===== config.mk =====
export PLATFORM = sky130hd
export DESIGN_NAME = bus_initiator_flat
export DESIGN_NICKNAME = d
export VERILOG_FILES = /design/src/rtl/bus_initiator_if.sv /design/src/rtl/bus_initiator.sv /design/src/flat_wrapper.sv
export SDC_FILE = /design/constraint.sdc
export NUM_CORES = 1
export LEC_CHECK = 0
export BUFFER_PORTS_ARGS = -buffer_cell sky130_fd_sc_hd__buf_2
export CORE_ASPECT_RATIO = 0.8
export CORE_MARGIN = 2
export CORE_UTILIZATION = 48
export DETAILED_ROUTE_END_ITERATION = 10
export PLACE_DENSITY = 0.8
export SLEW_MARGIN = 20
export SYNTH_ARGS = -nofsm -noshare
export SYNTH_HDL_FRONTEND = slang
export SYNTH_SLANG_ARGS = --single-unit

===== constraint.sdc =====
create_clock -name clock -period 2.5 [get_ports clock]
set_clock_uncertainty 0.1 [all_clocks]
set_input_delay 0.375 -clock clock [delete_from_list [all_inputs] [get_ports clock]]
set_output_delay 0.375 -clock clock [all_outputs]
set_load 0.01 [all_outputs]

===== src/rtl/bus_initiator_if.sv =====
// Core load/store request/response and word-wide memory bus signals of the bus initiator.
// The initiator uses the master modport; the core and responder side uses slave.
interface bus_initiator_if;
    logic        req_valid;
    logic        req_ready;
    logic        req_write;
    logic [31:0] req_address;
    logic [1:0]  req_size;
    logic        req_signed;
    logic [31:0] req_data;
    logic        resp_valid;
    logic        resp_error;
    logic [31:0] resp_data;
    logic        bus_cs;
    logic [29:0] bus_address;
    logic [31:0] bus_data_out;
    logic [3:0]  bus_data_strobes;
    logic        bus_read;
    logic        bus_write;
    logic [31:0] bus_data_in;

    modport master (
        input  req_valid, req_write, req_address, req_size, req_signed, req_data, bus_data_in,
        output req_ready, resp_valid, resp_error, resp_data,
               bus_cs, bus_address, bus_data_out, bus_data_strobes, bus_read, bus_write
    );

    modport slave (
        output req_valid, req_write, req_address, req_size, req_signed, req_data, bus_data_in,
        input  req_ready, resp_valid, resp_error, resp_data,
               bus_cs, bus_address, bus_data_out, bus_data_strobes, bus_read, bus_write
    );
endinterface


===== src/rtl/bus_initiator.sv =====
// Big-endian bus master: one byte/halfword/word load or store per transaction, IDLE -> ACCESS -> DONE.
// Misaligned or reserved-size requests skip the bus and go straight to an error response.
module bus_initiator #(
    parameter int unsigned WAIT_STATES = 0
) (
    input logic             clock,
    input logic             reset,
    bus_initiator_if.master bif
);
    typedef enum logic [1:0] {IDLE = 2'd0, ACCESS = 2'd1, DONE = 2'd2} state_e;

    typedef struct packed {
        logic       write;
        logic [1:0] lane;
        logic [1:0] size;
        logic       sext;
    } req_t;

    localparam logic [3:0] WAIT_INIT = 4'(WAIT_STATES);

    state_e      state_q, state_d;
    req_t        req_q, req_d;
    logic [3:0]  cnt_q, cnt_d;
    logic        req_ready_q, req_ready_d;
    logic        resp_valid_q, resp_valid_d;
    logic        resp_error_q, resp_error_d;
    logic [31:0] resp_data_q, resp_data_d;
    logic        bus_cs_q, bus_cs_d;
    logic [29:0] bus_address_q, bus_address_d;
    logic [31:0] bus_data_out_q, bus_data_out_d;
    logic [3:0]  bus_data_strobes_q, bus_data_strobes_d;
    logic        bus_read_q, bus_read_d;
    logic        bus_write_q, bus_write_d;

    logic        accept, bad_req, capture;
    logic [3:0]  strobes_new;
    logic [31:0] wdata_new, load_val;
    logic [7:0]  byte_sel;
    logic [15:0] half_sel;

    assign accept  = bif.req_valid & req_ready_q;
    assign capture = (state_q == ACCESS) && (state_d == DONE);

    always_comb begin
        case (bif.req_size)
            2'b00:   bad_req = 1'b0;
            2'b01:   bad_req = bif.req_address[0];
            2'b10:   bad_req = |bif.req_address[1:0];
            default: bad_req = 1'b1;
        endcase
    end

    // Lane 3 carries the lowest byte address (big-endian).
    always_comb begin
        strobes_new = 4'b0000;
        wdata_new   = bif.req_data;
        case (bif.req_size)
            2'b00: begin
                strobes_new = 4'b1000 >> bif.req_address[1:0];
                wdata_new   = {4{bif.req_data[7:0]}};
            end
            2'b01: begin
                strobes_new = bif.req_address[1] ? 4'b0011 : 4'b1100;
                wdata_new   = {2{bif.req_data[15:0]}};
            end
            2'b10:   strobes_new = 4'b1111;
            default: ;
        endcase
    end

    always_comb begin
        case (req_q.lane)
            2'd0:    byte_sel = bif.bus_data_in[31:24];
            2'd1:    byte_sel = bif.bus_data_in[23:16];
            2'd2:    byte_sel = bif.bus_data_in[15:8];
            default: byte_sel = bif.bus_data_in[7:0];
        endcase
        half_sel = req_q.lane[1] ? bif.bus_data_in[15:0] : bif.bus_data_in[31:16];
        case (req_q.size)
            2'b00:   load_val = {{24{req_q.sext & byte_sel[7]}}, byte_sel};
            2'b01:   load_val = {{16{req_q.sext & half_sel[15]}}, half_sel};
            default: load_val = bif.bus_data_in;
        endcase
    end

    always_ff @(posedge clock) begin
        if (reset) begin
            state_q <= IDLE;
            req_q   <= '0;
            cnt_q   <= '0;
        end else begin
            state_q <= state_d;
            req_q   <= req_d;
            cnt_q   <= cnt_d;
        end
    end

    always_comb begin
        state_d = state_q;
        req_d   = req_q;
        cnt_d   = cnt_q;
        case (state_q)
            IDLE: begin
                if (accept) begin
                    req_d   = '{write: bif.req_write, lane: bif.req_address[1:0],
                                size: bif.req_size, sext: bif.req_signed};
                    cnt_d   = WAIT_INIT;
                    state_d = bad_req ? DONE : ACCESS;
                end
            end
            ACCESS: begin
                if (cnt_q == 4'd0) state_d = DONE;
                else               cnt_d   = cnt_q - 4'd1;
            end
            default: state_d = IDLE;
        endcase
    end

    // Outputs are registered, so they are computed from the next state.
    always_comb begin
        req_ready_d        = (state_d == IDLE);
        resp_valid_d       = (state_d == DONE);
        resp_error_d       = (state_q == IDLE) && (state_d == DONE);
        resp_data_d        = (capture && !req_q.write) ? load_val : resp_data_q;
        bus_cs_d           = (state_d == ACCESS);
        bus_read_d         = (state_d == ACCESS) && !req_d.write;
        bus_write_d        = (state_d == ACCESS) && req_d.write;
        bus_address_d      = bus_address_q;
        bus_data_out_d     = bus_data_out_q;
        bus_data_strobes_d = (state_d == ACCESS) ? bus_data_strobes_q : 4'b0000;
        if ((state_q == IDLE) && (state_d == ACCESS)) begin
            bus_address_d      = bif.req_address[31:2];
            bus_data_out_d     = wdata_new;
            bus_data_strobes_d = strobes_new;
        end
    end

    always_ff @(posedge clock) begin
        if (reset) begin
            req_ready_q        <= 1'b1;
            resp_valid_q       <= 1'b0;
            resp_error_q       <= 1'b0;
            resp_data_q        <= '0;
            bus_cs_q           <= 1'b0;
            bus_address_q      <= '0;
            bus_data_out_q     <= '0;
            bus_data_strobes_q <= '0;
            bus_read_q         <= 1'b0;
            bus_write_q        <= 1'b0;
        end else begin
            req_ready_q        <= req_ready_d;
            resp_valid_q       <= resp_valid_d;
            resp_error_q       <= resp_error_d;
            resp_data_q        <= resp_data_d;
            bus_cs_q           <= bus_cs_d;
            bus_address_q      <= bus_address_d;
            bus_data_out_q     <= bus_data_out_d;
            bus_data_strobes_q <= bus_data_strobes_d;
            bus_read_q         <= bus_read_d;
            bus_write_q        <= bus_write_d;
        end
    end

    assign bif.req_ready        = req_ready_q;
    assign bif.resp_valid       = resp_valid_q;
    assign bif.resp_error       = resp_error_q;
    assign bif.resp_data        = resp_data_q;
    assign bif.bus_cs           = bus_cs_q;
    assign bif.bus_address      = bus_address_q;
    assign bif.bus_data_out     = bus_data_out_q;
    assign bif.bus_data_strobes = bus_data_strobes_q;
    assign bif.bus_read         = bus_read_q;
    assign bif.bus_write        = bus_write_q;
endmodule


===== src/flat_wrapper.sv =====
// flat-port wrapper written by rule: the top's interface ports become plain ports
module bus_initiator_flat 
#(
    parameter int unsigned WAIT_STATES = 0
)
  (clock, reset, bif_req_valid, bif_req_write, bif_req_address, bif_req_size, bif_req_signed, bif_req_data, bif_bus_data_in, bif_req_ready, bif_resp_valid, bif_resp_error, bif_resp_data, bif_bus_cs, bif_bus_address, bif_bus_data_out, bif_bus_data_strobes, bif_bus_read, bif_bus_write);
  bus_initiator_if bif_i ();
  input logic clock;
  input logic reset;
  input wire logic [$bits(bif_i.req_valid)-1:0] bif_req_valid;
  input wire logic [$bits(bif_i.req_write)-1:0] bif_req_write;
  input wire logic [$bits(bif_i.req_address)-1:0] bif_req_address;
  input wire logic [$bits(bif_i.req_size)-1:0] bif_req_size;
  input wire logic [$bits(bif_i.req_signed)-1:0] bif_req_signed;
  input wire logic [$bits(bif_i.req_data)-1:0] bif_req_data;
  input wire logic [$bits(bif_i.bus_data_in)-1:0] bif_bus_data_in;
  output wire logic [$bits(bif_i.req_ready)-1:0] bif_req_ready;
  output wire logic [$bits(bif_i.resp_valid)-1:0] bif_resp_valid;
  output wire logic [$bits(bif_i.resp_error)-1:0] bif_resp_error;
  output wire logic [$bits(bif_i.resp_data)-1:0] bif_resp_data;
  output wire logic [$bits(bif_i.bus_cs)-1:0] bif_bus_cs;
  output wire logic [$bits(bif_i.bus_address)-1:0] bif_bus_address;
  output wire logic [$bits(bif_i.bus_data_out)-1:0] bif_bus_data_out;
  output wire logic [$bits(bif_i.bus_data_strobes)-1:0] bif_bus_data_strobes;
  output wire logic [$bits(bif_i.bus_read)-1:0] bif_bus_read;
  output wire logic [$bits(bif_i.bus_write)-1:0] bif_bus_write;
  assign bif_i.req_valid = bif_req_valid;
  assign bif_i.req_write = bif_req_write;
  assign bif_i.req_address = bif_req_address;
  assign bif_i.req_size = bif_req_size;
  assign bif_i.req_signed = bif_req_signed;
  assign bif_i.req_data = bif_req_data;
  assign bif_i.bus_data_in = bif_bus_data_in;
  assign bif_req_ready = bif_i.req_ready;
  assign bif_resp_valid = bif_i.resp_valid;
  assign bif_resp_error = bif_i.resp_error;
  assign bif_resp_data = bif_i.resp_data;
  assign bif_bus_cs = bif_i.bus_cs;
  assign bif_bus_address = bif_i.bus_address;
  assign bif_bus_data_out = bif_i.bus_data_out;
  assign bif_bus_data_strobes = bif_i.bus_data_strobes;
  assign bif_bus_read = bif_i.bus_read;
  assign bif_bus_write = bif_i.bus_write;
  bus_initiator #(.WAIT_STATES(WAIT_STATES)) u_core (.clock(clock), .reset(reset), .bif(bif_i));
endmodule

* After elaboration in Yosys (flattened, before gate mapping)
Index checks and enable logic that the tools add are counted.
** Storage, ports and cells
- Input port bits :: 103
- Register bits after elaboration :: 116
- Word-level logic and storage cells :: 68
** Cells by class
- $add $sub $neg :: 1
- Equal/unequal tests :: 11
- Reductions and logical operators :: 18
- Bitwise logic cells :: 3
- Shift-type cells :: 1
- Multiplexer cells :: 18
** Operators with widths (count)
- $pmux 32 s2 :: 2
- $pmux 8 s3 :: 1
- $mux 4 :: 5
- $mux 16 :: 1
- $mux 6 :: 2
- $pmux 4 s3 :: 1
- $eq 2x1->1 const B :: 5
- $logic_not 2->1 :: 5
- $pmux 4 s2 :: 1
- $eq 2x2->1 const B :: 3
- $logic_and 1x1->1 :: 6
- $mux 2 :: 3
- $logic_not 4->1 :: 1
- $ne 2x2->1 const B :: 2
- $pmux 2 s2 :: 1
- $shr 4x2->4 const A :: 1
- $sub 4x1->4 const B :: 1
- $and 1x1->1 :: 3
- $pmux 1 s3 :: 1
- $reduce_and 3->1 :: 1
- $logic_not 1->1 :: 2
- $ne 2x1->1 const B :: 1
- $reduce_and 2->1 :: 1
- $reduce_bool 2->1 :: 1
- $reduce_or 2->1 :: 1

* Depth between registers and ports, before layout
- Word-level depth :: 8
- Mapped depth :: 7
- Mapped depth without buffers :: 6

* Worst setup path after synthesis
OpenSTA, ideal clock, no wires.
- Path type :: register to register
- Start :: register u_core.cnt_q[0]
- End :: register u_core.resp_data_q[20], in the netlist u_core.bif.resp_data[20]
- Clock period less this slack :: 2051 ps
- Required time :: 2266 ps
- Stages on the path, launching flop included :: 8
- Data arrival time :: 1817 ps
- Setup time :: 134 ps
- Slack :: 449 ps
- Cells stage by stage :: dfxtp_1 inv_1 ha_1 or3b_4 or3_4 nor3_4 buf_6 a211oi_1
** On the way
- Longest elaborated chain between the ends :: 6
** RTL lines
- start: declaration :: line bus_initiator.sv:23 : logic [3:0] cnt_q, cnt_d;
- start signal: assignment :: line bus_initiator.sv:94 : cnt_q <= cnt_d;
- $logic_not 4->1 :: line bus_initiator.sv:112 : if (cnt_q == 4'd0) state_d = DONE;
- $mux 2 :: line bus_initiator.sv:112
- $pmux 2 s2 :: line bus_initiator.sv:102 : case (state_q)
- $eq 2x2->1 :: line bus_initiator.sv:42 : assign capture = (state_q == ACCESS) && (state_d == DONE);
- $logic_and 1x1->1 :: line bus_initiator.sv:42
- $logic_and 1x1->1 :: line bus_initiator.sv:124 : resp_data_d = (capture && !req_q.write) ? load_val : resp_data_q;
- end signal: assignment :: line bus_initiator.sv:154 : resp_data_q <= resp_data_d;
- end: declaration :: line bus_initiator.sv:27 : logic [31:0] resp_data_q, resp_data_d;
No other way between the ends.
A chain may end at the register's enable or synchronous reset.

* Final worst setup path
- Start :: register u_core.cnt_q[0]
- End :: register u_core.resp_data_q[10], in the netlist u_core.bif.resp_data[10]
The elaborated chain is that of the path after synthesis.

==> reports/results.tsv <==
stage	metric	value	unit
placed_design	postPlaceCellArea	6070	sq um
synthesis	syn_inst	600	
synthesis	yosysWarnings	0	
critical_path	worstReg2RegEnd	u_core.bif.resp_data[10]$_SDFFE_PP0P_	
routing	num_vias	5076	
critical_path	reg2regPathDepth	7	
hold_path	hp-class	in -> reg	
critical_path	startpoint_type	flop	
synthesis	synth.lib_cells_used.distinct	44	
routing	ant_nets	0	
layout	final-seq-area	2320	sq um
clock_network	clock-sinks	116	
timing	rsz0062_at_grt	no	
routing	dr.pass1.iters	5	
floorplan	core_area	10200	sq um
grt	antenna_found_initial	1	
critical_path	criticalPathCategory	reg -> reg	
critical_path	arrival	2440	ps
hold_path	min_to	u_core.bif.bus_address[26]$_SDFFE_PP0P_	
floorplan	die-height	94.8	microns
timing	period_needed	2230	ps
critical_path	crit_chain	inv_1 > ha_1 > or3b_4 > nor3_4 > buf_4 > nor2_1 > a211oi_1	
floorplan	die_w	117	microns
synthesis	ys_seq_area_frac	0.470	
routing	route.detailed.drc	0	
clock_network	post_cts_buffers	0	
layout	multiInputGateArea	2420	sq um
synthesis	avgSynthCellArea	8.24	sq um
hold_path	hold_start	bif_req_address[28]	
grt	grt_pass1_vias	4758	
clock_network	cts_tree	done	
placed_design	placed_cells	911	
routing	drt_wl_total	14500	microns
clock_network	cts_root_buffer	clkbuf_16	
routing	drtIter0Drc	342	
synthesis	postSynth.asyncResetShare	0	
critical_path	cp_max_fo	25	
routing	wl_per_cell	15.4	microns
layout	fillerInstances	870	
synthesis	synth_fp_nets	705	
critical_path	crit_slowest_cell	or3b_4	
routing	viasPerCell	5.39	
synthesis	synth_area	4940	sq um
timing	relSlewSlack	0.588	
layout	area_growth	34.1	%
clock_network	max-clock-path-buffers	2	
timing	fin_ws	269	ps
power	p_per_area	788	nW/um^2
power	peakVddDrop	515	uV
layout	final_nets	895	
grt	gr-total-overflow	0	
timing	finalCritPeriodShare	0.893	
critical_path	rrSetupSlack	270	ps
layout	final_cells	941	
synthesis	ys_ff_latch	116	
floorplan	start_util	0.487	
clock_network	clk_latency	400	ps
placed_design	place_congestion	0.935	
grt	grt_max_degree	59	
placed_design	pre_cts_slack	276	ps
timing	tightest_slew	615	ps
synthesis	synth-edff-count	0	
timing	tns	0	ps
critical_path	crit_required	2700	ps
run	drv_cap	0	
timing	final_max_slew_viol_count	0	
layout	finish.utilization	0.653	
critical_path	r2r_start	u_core.cnt_q[0]$_SDFFE_PP0P_	
timing	max_freq	0.448	GHz
grt	grtUsageTotal	0.254	
floorplan	dieArea	11100	sq um
timing	hold_viol	0	
placed_design	dp_hpwl	10300	microns
power	leakagePower	2.89	nW
clock_network	cts_resized	0	
layout	layout-drive-gt1-share	0.335	
timing	setup_viol	0	
synthesis	ys.flop_type	dfxtp_1	
hold_path	hold_path_depth	3	
clock_network	cts_hold_buf	0	
layout	fin_area	6630	sq um
clock_network	cts_max_level	4	
floorplan	rows	33	
critical_path	end_kind	flop	
placed_design	io_buffers	206	
floorplan	ios	207	
critical_path	slowest_delay	420	ps
run_status	status	completed	
clock_network	cts_made_buffers	17	
clock_network	path_clk_slew	50	ps
grt	grt_pass1_wl	22700	microns
[placed cells by master (no fill, tap or decap), types with 2 or more instances in the layout]
cell type / count
buf_2: 205
nand2_1: 142
dfxtp_1: 116
nor2_1: 61
a21oi_1: 57
a211oi_1: 35
o21ai_0: 28
mux2i_1: 17
clkbuf_16: 17
nor3_1: 13
buf_4: 13
nand3b_1: 8
a22oi_1: 8
a22o_1: 8
mux2_2: 8
a311oi_1: 8
a2111oi_0: 7
clkbuf_8: 5
clkinv_2: 4
inv_1: 3
nand2b_1: 3
nor3_4: 2
nor2_4: 2
nor2b_1: 2
nand3_1: 2
xor2_1: 2
ha_1: 2
clkbuf_1: 2
[flip-flops by register name (all words and copies together) (netlist names)]
register / flops
u_core.state_q: 2
u_core.bif.req_ready: 1
u_core.cnt_q: 4
u_core.bif.bus_data_out: 32
u_core.bif.bus_data_strobes: 4
u_core.req_q: 6
u_core.bif.bus_read: 1
u_core.bif.resp_valid: 1
u_core.bif.resp_error: 1
u_core.bif.bus_address: 30
u_core.bif.resp_data: 32
u_core.bif.bus_write: 1
u_core.bif.bus_cs: 1
[Yosys cell counts, types with 4 or more instances]
cell type,count,share of area
a2111oi_0,7,0.012
a211oi_1,35,0.053
a21oi_1,57,0.058
a22o_1,8,0.014
a22oi_1,8,0.012
a311oi_1,8,0.014
buf_1,4,0.0030
buf_2,10,0.010
clkbuf_1,31,0.024
dfxtp_1,116,0.47
mux2_2,8,0.018
mux2i_1,17,0.034
nand2_1,142,0.11
nand3b_1,8,0.012
nor2_1,61,0.046
nor3_1,13,0.013
o21ai_0,29,0.029
[power breakdown]
group	total [W]	leakage (nW)	switching, W	internal [W]
sequential	0.00207	0.945	0.0000790	0.00199
combinational	0.000881	1.66	0.000523	0.000358
clock	0.00227	0.278	0.000798	0.00147
[kinds of logic (layout without fill, tap and decap cells)]
| kind of cell | after synthesis | after routing | synth area share |
|---|---|---|---|
| buffers and inverters | 51 | 251 | 0.0443 |
| adders and majority gates | 2 | 2 | 0.00506 |
| DFF | 116 | 116 | 0.470 |
| other | 0 | 1 | 0 |
| and+or+nand+nor | 246 | 246 | 0.219 |
| xor gates and xnor gates | 2 | 2 | 0.00354 |
| AOI/OAI and AO/OA | 157 | 157 | 0.202 |
| muxes | 26 | 26 | 0.0572 |
[layout make-up]
| type | count | area share |
|---|---|---|
| Clock inverter | 5 | 0.00755 |
| Sequential cell | 116 | 0.350 |
| Clock buffer | 24 | 0.0757 |
| Inverter | 3 | 0.00170 |
| Multi-Input combinational cell | 433 | 0.365 |
| Antenna cell | 1 | 0.000378 |
| Tap cell | 140 | 0.0264 |
| Timing Repair Buffer | 219 | 0.173 |
[critical path, delay by kind of cell, from the launching register on]
kind / cells / cell delay (ps)
flops: 1 / 300
compound gates: 1 / 260
simple gates: 3 / 840
fa+ha+maj: 1 / 170
buf+inv: 2 / 450
[through the flow]
| stage | power, W | hold slack (ps) |
|---|---|---|
| 5_1_grt | 0.00544 | 103 |
| 3_5_place_dp | 0.00298 | 343 |
| 4_1_cts | 0.00524 | 95.7 |
| 3_3_place_gp | 0.00295 | 335 |
| 2_1_floorplan | 0.00262 | 345 |
| 6_report | 0.00523 | 108 |
[how the worst max path moves through the flow]
| stage | slack (ps) | from | end |
|---|---|---|---|
| 2_1_floorplan | 450 | u_core.cnt_q[0]$_SDFFE_PP0P_ | u_core.bif.resp_data[20]$_SDFFE_PP0P_ |
| 3_3_place_gp | 330 | u_core.cnt_q[0]$_SDFFE_PP0P_ | u_core.bif.resp_data[31]$_SDFFE_PP0P_ |
| 3_5_place_dp | 280 | u_core.cnt_q[0]$_SDFFE_PP0P_ | u_core.bif.resp_data[31]$_SDFFE_PP0P_ |
| 4_1_cts | 270 | u_core.cnt_q[0]$_SDFFE_PP0P_ | u_core.bif.resp_data[10]$_SDFFE_PP0P_ |
| 5_1_grt | 100 | u_core.cnt_q[0]$_SDFFE_PP0P_ | u_core.bif.resp_data[10]$_SDFFE_PP0P_ |
| 6_report | 270 | u_core.cnt_q[0]$_SDFFE_PP0P_ | u_core.bif.resp_data[10]$_SDFFE_PP0P_ |
[routing by layer]
layer  routed length, microns  global-route usage  vias up
met5                        0                   0        -
met4                      398               0.122        0
met3                      946              0.0803       41
met2                     6980               0.416      215
met1                     6160               0.308     2358
li1                         -                   -     2462
No activity file was read; power rests on OpenSTA's default activity.
